### src/rtl/sdram_pkg.sv
`default_nettype none
// ============================================================================
// Module   : sdram_pkg
// Brief    : SDRAM command encodings, init FSM state enum and a sizing helper
//            shared by the SDRAM init controller slice.
// Revision : 1.0 - initial release
// ============================================================================
package sdram_pkg;

    // Commands as {CS_n, RAS_n, CAS_n, WE_n}
    localparam logic [3:0] c_cmd_nop = 4'b0111;
    localparam logic [3:0] c_cmd_pre = 4'b0010;
    localparam logic [3:0] c_cmd_ref = 4'b0001;
    localparam logic [3:0] c_cmd_mrs = 4'b0000;

    // Init FSM states; command states (PRE/REF/MRS) last exactly one cycle
    typedef enum logic [2:0] {
        ST_WAIT = 3'd0,
        ST_PRE  = 3'd1,
        ST_TRP  = 3'd2,
        ST_REF  = 3'd3,
        ST_TRFC = 3'd4,
        ST_MRS  = 3'd5,
        ST_TMRD = 3'd6,
        ST_DONE = 3'd7
    } state_e;

    // Largest of four cycle counts, used to size the shared step timer
    function automatic int max4(input int a, input int b, input int c, input int d);
        int m;
        m = a;
        if (b > m) m = b;
        if (c > m) m = c;
        if (d > m) m = d;
        return m;
    endfunction

endpackage : sdram_pkg
`default_nettype wire

### src/rtl/sdram_cycle_timer.sv
`default_nettype none
// ============================================================================
// Module   : sdram_cycle_timer
// Brief    : Loadable down-counter. tc_o is high while the count is zero, so
//            loading N-1 gives a terminal count N cycles after the load edge.
// Revision : 1.0 - initial release
// ============================================================================
module sdram_cycle_timer #(
    parameter int WIDTH = 8
) (
    input  logic             clk_i,
    input  logic             rst_i,
    input  logic             load_i,
    input  logic [WIDTH-1:0] load_val_i,
    input  logic             en_i,
    output logic             tc_o
);

    logic [WIDTH-1:0] count_q;

    // Load has priority; otherwise count down to zero and hold there
    always_ff @(posedge clk_i) begin
        if (rst_i) begin
            count_q <= '0;
        end else if (load_i) begin
            count_q <= load_val_i;
        end else if (en_i && (count_q != '0)) begin
            count_q <= count_q - 1'b1;
        end
    end

    assign tc_o = (count_q == '0);

endmodule : sdram_cycle_timer
`default_nettype wire

### src/rtl/sdram_init_ctrl.sv
`default_nettype none
// ============================================================================
// Module   : sdram_init_ctrl
// Brief    : SDRAM power-up initialisation sequencer:
//            WAIT -> PRE(all) -> REF x REF_NUM -> MRS -> DONE.
//            Optional macro SDRAM_REF_TIMER_EN adds a periodic refresh
//            request timer (REF_REQ_o / REF_ACK_i / REF_OVF_o).
// Revision : 1.0 - initial release
// ============================================================================
module sdram_init_ctrl
    import sdram_pkg::*;
#(
    parameter int                WAIT_CYC = 20000,
    parameter int                T_RP     = 3,
    parameter int                T_RFC    = 8,
    parameter int                T_MRD    = 2,
    parameter int                REF_NUM  = 8,
    parameter int                ADDR_W   = 13,
    parameter logic [ADDR_W-1:0] MODE_REG = 13'h032
`ifdef SDRAM_REF_TIMER_EN
    ,
    parameter int                REFI_CYC = 780
`endif
) (
    input  logic              CLK,
    input  logic              RST,
    output logic              CKE_o,
    output logic [3:0]        CMD_o,
    output logic [ADDR_W-1:0] ADDR_o,
    output logic [1:0]        BA_o,
    output logic              INIT_WAIT_200_o,
    output logic              INIT_DONE_o
`ifdef SDRAM_REF_TIMER_EN
    ,
    output logic              REF_REQ_o,
    input  logic              REF_ACK_i,
    output logic              REF_OVF_o
`endif
);

    localparam int c_tmr_w = $clog2(max4(WAIT_CYC, T_RP, T_RFC, T_MRD) + 1);
    localparam int c_ref_w = $clog2(REF_NUM + 1);

    // Timer load values are N-1: the timer is zero in the last cycle of a span
    localparam logic [c_tmr_w-1:0] c_wait_ld = c_tmr_w'(WAIT_CYC - 1);
    localparam logic [c_tmr_w-1:0] c_trp_ld  = c_tmr_w'(T_RP - 1);
    localparam logic [c_tmr_w-1:0] c_trfc_ld = c_tmr_w'(T_RFC - 1);
    localparam logic [c_tmr_w-1:0] c_tmrd_ld = c_tmr_w'(T_MRD - 1);
    localparam logic [c_ref_w-1:0] c_ref_num = c_ref_w'(REF_NUM);

    state_e              state_q, state_d;
    logic [c_ref_w-1:0]  ref_cnt_q, ref_cnt_d;
    logic                cke_q;
    logic [3:0]          cmd_q, cmd_d;
    logic [ADDR_W-1:0]   addr_q, addr_d;
    logic [1:0]          ba_q;
    logic                init_wait_q;
    logic                init_done_q;

    logic                tmr_load;
    logic [c_tmr_w-1:0]  tmr_val;
    logic                tmr_tc;

    sdram_cycle_timer #(
        .WIDTH      (c_tmr_w)
    ) u_step_tmr (
        .clk_i      (CLK),
        .rst_i      (RST),
        .load_i     (tmr_load),
        .load_val_i (tmr_val),
        .en_i       (1'b1),
        .tc_o       (tmr_tc)
    );

    // Next state, timer reload on every command issue, refresh counting.
    // The first cycle out of reset (CKE still low) arms the power-up wait.
    always_comb begin
        state_d   = state_q;
        ref_cnt_d = ref_cnt_q;
        tmr_load  = 1'b0;
        tmr_val   = '0;
        case (state_q)
            ST_WAIT: begin
                if (!cke_q) begin
                    tmr_load = 1'b1;
                    tmr_val  = c_wait_ld;
                end else if (tmr_tc) begin
                    state_d  = ST_PRE;
                    tmr_load = 1'b1;
                    tmr_val  = c_trp_ld;
                end
            end
            ST_PRE, ST_TRP: begin
                if (tmr_tc) begin
                    state_d   = ST_REF;
                    tmr_load  = 1'b1;
                    tmr_val   = c_trfc_ld;
                    ref_cnt_d = ref_cnt_q + 1'b1;
                end else begin
                    state_d = ST_TRP;
                end
            end
            ST_REF, ST_TRFC: begin
                if (tmr_tc) begin
                    if (ref_cnt_q == c_ref_num) begin
                        state_d  = ST_MRS;
                        tmr_load = 1'b1;
                        tmr_val  = c_tmrd_ld;
                    end else begin
                        state_d   = ST_REF;
                        tmr_load  = 1'b1;
                        tmr_val   = c_trfc_ld;
                        ref_cnt_d = ref_cnt_q + 1'b1;
                    end
                end else begin
                    state_d = ST_TRFC;
                end
            end
            ST_MRS, ST_TMRD: begin
                state_d = tmr_tc ? ST_DONE : ST_TMRD;
            end
            ST_DONE: begin
                state_d = ST_DONE;
            end
            default: begin
                state_d = ST_WAIT;
            end
        endcase
    end

    // Command and address decoded from the next state so they register together
    always_comb begin
        cmd_d  = c_cmd_nop;
        addr_d = '0;
        case (state_d)
            ST_PRE: begin
                cmd_d      = c_cmd_pre;
                addr_d[10] = 1'b1;
            end
            ST_REF: begin
                cmd_d = c_cmd_ref;
            end
            ST_MRS: begin
                cmd_d  = c_cmd_mrs;
                addr_d = MODE_REG;
            end
            default: begin
                cmd_d  = c_cmd_nop;
                addr_d = '0;
            end
        endcase
    end

    // FSM state, counters and all registered pin outputs
    always_ff @(posedge CLK) begin
        if (RST) begin
            state_q     <= ST_WAIT;
            ref_cnt_q   <= '0;
            cke_q       <= 1'b0;
            cmd_q       <= c_cmd_nop;
            addr_q      <= '0;
            ba_q        <= 2'b00;
            init_wait_q <= 1'b0;
            init_done_q <= 1'b0;
        end else begin
            state_q     <= state_d;
            ref_cnt_q   <= ref_cnt_d;
            cke_q       <= 1'b1;
            cmd_q       <= cmd_d;
            addr_q      <= addr_d;
            ba_q        <= 2'b00;
            init_wait_q <= init_wait_q | (state_d == ST_PRE);
            init_done_q <= (state_d == ST_DONE);
        end
    end

    assign CKE_o           = cke_q;
    assign CMD_o           = cmd_q;
    assign ADDR_o          = addr_q;
    assign BA_o            = ba_q;
    assign INIT_WAIT_200_o = init_wait_q;
    assign INIT_DONE_o     = init_done_q;

`ifdef SDRAM_REF_TIMER_EN
    localparam int                 c_refi_w  = $clog2(REFI_CYC + 1);
    localparam logic [c_refi_w-1:0] c_refi_ld = c_refi_w'(REFI_CYC - 1);

    logic refi_tc_raw;
    logic refi_tc;
    logic ref_req_q;
    logic ref_ovf_q;

    // Held at the reload value until init completes, then free-runs
    sdram_cycle_timer #(
        .WIDTH      (c_refi_w)
    ) u_refi_tmr (
        .clk_i      (CLK),
        .rst_i      (RST),
        .load_i     (!init_done_q || refi_tc),
        .load_val_i (c_refi_ld),
        .en_i       (init_done_q),
        .tc_o       (refi_tc_raw)
    );

    assign refi_tc = init_done_q & refi_tc_raw;

    // Request set on terminal count (wins over ack); overflow if still pending
    always_ff @(posedge CLK) begin
        if (RST) begin
            ref_req_q <= 1'b0;
            ref_ovf_q <= 1'b0;
        end else begin
            if (refi_tc) begin
                ref_req_q <= 1'b1;
            end else if (REF_ACK_i) begin
                ref_req_q <= 1'b0;
            end
            if (refi_tc && ref_req_q) begin
                ref_ovf_q <= 1'b1;
            end
        end
    end

    assign REF_REQ_o = ref_req_q;
    assign REF_OVF_o = ref_ovf_q;
`endif

endmodule : sdram_init_ctrl
`default_nettype wire

### config.mk
export PLATFORM = sky130hd
export DESIGN_NAME = sdram_init_ctrl
export DESIGN_NICKNAME = d
export VERILOG_FILES = /design/src/rtl/sdram_pkg.sv /design/src/rtl/sdram_cycle_timer.sv /design/src/rtl/sdram_init_ctrl.sv
export SDC_FILE = /design/constraint.sdc
export NUM_CORES = 1
export LEC_CHECK = 0
export ABC_AREA = 1
export CORE_MARGIN = 10
export CORE_UTILIZATION = 53
export DETAILED_ROUTE_END_ITERATION = 10
export HOLD_SLACK_MARGIN = 0.15
export PLACE_DENSITY = 0.86
export SYNTH_ARGS = -nofsm -noshare
export SYNTH_HDL_FRONTEND = slang
export SYNTH_SLANG_ARGS = --single-unit
### constraint.sdc
create_clock -name CLK -period 2.2 [get_ports CLK]
set_clock_uncertainty 0.2 [all_clocks]
set_input_delay 0.44 -clock CLK [delete_from_list [all_inputs] [get_ports CLK]]
set_output_delay 0.44 -clock CLK [all_outputs]
set_load 0.05 [all_outputs]
==> results.json <==
{
  "n_antenna_cell": 0,
  "synth-seq-cells": 30,
  "tightest_slew_ps": 506,
  "fin_worst_hold_slack_ps": 261,
  "crit_family": "buffers and inverters",
  "power.share.clock_pct": 29.9,
  "cap_violations": 0,
  "cts.sinks": 30,
  "switching_share_pct": 32.1,
  "pre_cts_ws_ps": 172,
  "synth-seq-area-share_pct": 39.0,
  "path_clk_slew_ps": 90,
  "synthFlopType": "dfxtp_1",
  "core_sq_um": 2760,
  "async_flop_share_pct": 0,
  "first_global_vias": 1181,
  "avgRoutedWirePerCell_um": 12.0,
  "cp_data_required_time_ps": 1560,
  "syn-mean-instance-area_sq_um": 7.23,
  "finalHoldViolations": 0,
  "io_pins": 24,
  "cts_hold_buf": 0,
  "fin_setup_tns_ps": 0,
  "fp.dieArea_sq_um": 5460,
  "crit_fanout": 3,
  "fillerInstances": 260,
  "power_density_nw_per_um2": 686,
  "cts_tree": "done",
  "clk_latency_ps": 340,
  "drive_gt1_share_pct": 12.2,
  "slew_headroom_pct": 66.2,
  "cts_buffers": 5,
  "post-route-min-period_ps": 2150,
  "p_int_mw": 0.790,
  "arrival_ps": 1510,
  "start_kind": "flop",
  "synth_cells": 213,
  "p_leak_nw": 0.803,
  "crit_type": "reg2out",
  "clk_path_buf_depth": 2,
  "fmax_mhz": 466,
  "dr.pass1.iters": 4,
  "wl_mm": 3.12,
  "slowest_delay_ps": 820,
  "ant_nets": 0,
  "clockRootBuffer": "clkbuf_4",
  "run_status": "completed",
  "crit_path_cell_trace": "clkdlybuf4s50_1",
  "track_usage_pct": 11.9,
  "io_buffers": 11,
  "rsz0062_at_grt": "false",
  "fin_crit_sh_pct": 97.6,
  "nets": 233,
  "overflow": 0,
  "finalWorstSetupSlack_ps": 52.8,
  "drc_errors": 0,
  "routabilityCongestion": 0.886,
  "cp_num_buf_inv": 1,
  "placementRows": 19,
  "endpoint_kind": "output pin",
  "grt_max_degree": 13,
  "yosysUniqueCellTypes": 26,
  "mappedNetlistArea_sq_um": 1540,
  "synth_edf_count": 0,
  "fp.dieW_um": 73.9,
  "initial_core_util_pct": 55.9,
  "hp-class": "reg2reg",
  "slowest_stage": "clkdlybuf4s50_1",
  "p_seq_share_pct": 50.3,
  "antenna_found_initial": 0,
  "power_switching_mw": 0.374,
  "slew_viol_final": 0,
  "yosys_warnings": 0,
  "dpl.hpwl_mm": 2.38,
  "finalSetupViolCount": 0,
  "die_y_um": 73.9,
  "areaGrowthSynthToFinish_pct": 10.2,
  "peakVddDrop_v": 0.000441,
  "grt_pass1_wl_mm": 5.13,
  "power_frac_comb_pct": 19.8,
  "htreeDepth": 2,
  "vias": 1302,
  "viasPerCell": 5.01,
  "drtIter0Drc": 94
}
worst paths after layout:
kind | startpoint | endpoint | slack (ps) | depth (start not counted)
min | INIT_WAIT_200_o | INIT_WAIT_200_o | 260 | 2
max reg2reg | u_step_tmr.count_q[0] | u_step_tmr.count_q[14] | 230 | 11
min reg2reg | INIT_WAIT_200_o | INIT_WAIT_200_o | 260 | 2
max | ADDR_o[5] | ADDR_o[5] | 50 | 1
per-stage QoR:
| stage | instance area (sq um) | total power, mW | util [%] | std cells |
|---|---|---|---|---|
| floorplan | 1580 | 0.801 | - | 224 |
| global placement | 1630 | 0.823 | 59.1 | 252 |
| detailed placement | 1630 | 0.825 | 59.1 | 252 |
| CTS | 1690 | 1.17 | 61.3 | 260 |
| global route | 1700 | 1.22 | 61.5 | 260 |
| finish | 1700 | 1.16 | 61.5 | 260 |
power groups by stage:
stage                     combinational [mW]  sequential [mW]  clock (mW)
after floorplan                        0.200            0.601           0
after global placement                 0.225            0.598           0
after detailed placement               0.227            0.598           0
after CTS                              0.228            0.586       0.353
after global routing                   0.258            0.589       0.378
final                                  0.231            0.586       0.347
synth_stat cells (2+ instances only):
library cell | instances | area [sq um]
nand2_1 | 39 | 146
dfxtp_1 | 30 | 601
inv_1 | 26 | 97.6
nor2_1 | 25 | 93.8
a21oi_1 | 14 | 70.1
buf_4 | 14 | 105
nand3_1 | 13 | 65.1
nand2_2 | 6 | 37.5
o21ai_0 | 6 | 30.0
xor2_1 | 6 | 52.6
nor3_1 | 5 | 25.0
ha_1 | 3 | 37.5
nand4_1 | 3 | 18.8
o21ai_2 | 3 | 26.3
or2_2 | 3 | 18.8
xnor2_1 | 3 | 26.3
a31oi_1 | 2 | 12.5
inv_2 | 2 | 7.51
nor2_2 | 2 | 12.5
nor3b_1 | 2 | 15.0
cells by family (layout without fill, tap and decap cells):
group / count (synthesis) / count (layout) / synth area share (%)
simple gates: 100 / 100 / 29.2
compound gates: 27 / 27 / 10.1
fa+ha+maj: 3 / 3 / 2.44
xor+xnor: 9 / 9 / 5.12
other cells: 1 / 12 / 0.243
flops: 30 / 30 / 39.0
buf+inv: 43 / 48 / 13.9
cells in the final DEF (no fill, tap or decap), types with 3 or more instances in the layout:
master / Yosys / layout
nand2_1: 39 / 37
dfxtp_1: 30 / 30
inv_1: 26 / 26
nor2_1: 25 / 25
a21oi_1: 14 / 14
nand3_1: 13 / 13
conb_1: 1 / 12
clkdlybuf4s50_1: 0 / 10
nand2_2: 6 / 8
xor2_1: 6 / 6
o21ai_0: 6 / 6
nor3_1: 5 / 5
clkbuf_4: 0 / 5
or2_2: 3 / 3
o21ai_2: 3 / 3
nand4_1: 3 / 3
xnor2_1: 3 / 3
ha_1: 3 / 3
state kept, by name (all words and copies together), names as in the netlist:
| signal | cells |
|---|---|
| CKE_o | 1 |
| ADDR_o | 2 |
| ref_cnt_q | 4 |
| INIT_DONE_o | 1 |
| state_q | 3 |
| CMD_o | 3 |
| u_step_tmr.count_q | 15 |
| INIT_WAIT_200_o | 1 |
layout make-up:
type                       instances  area, sq um  share of cell area [%]
timing repair buffer              12          120                    7.08
clock inverter                     1         5.00                   0.295
inverter                          28          105                    6.19
multi-input combinational        151          772                    45.5
clock buffer                       7         55.1                    3.24
tap                               31         38.8                    2.29
sequential                        30          601                    35.4
routing by layer:
layer	part of all wire [%]	wire, um	global-route usage, %
met1	48	1490	14.9
met2	42	1310	16.8
met3	8.1	252	4.71
met4	2.1	65	7.25
met5	0	0	0
repair_timing:
action / CTS / global route
buffers inserted: 0 / 0
setup endpoints to repair: 0 / 2
resized for setup: 0 / 3
Note: power is estimated with default switching activity, not from simulation.
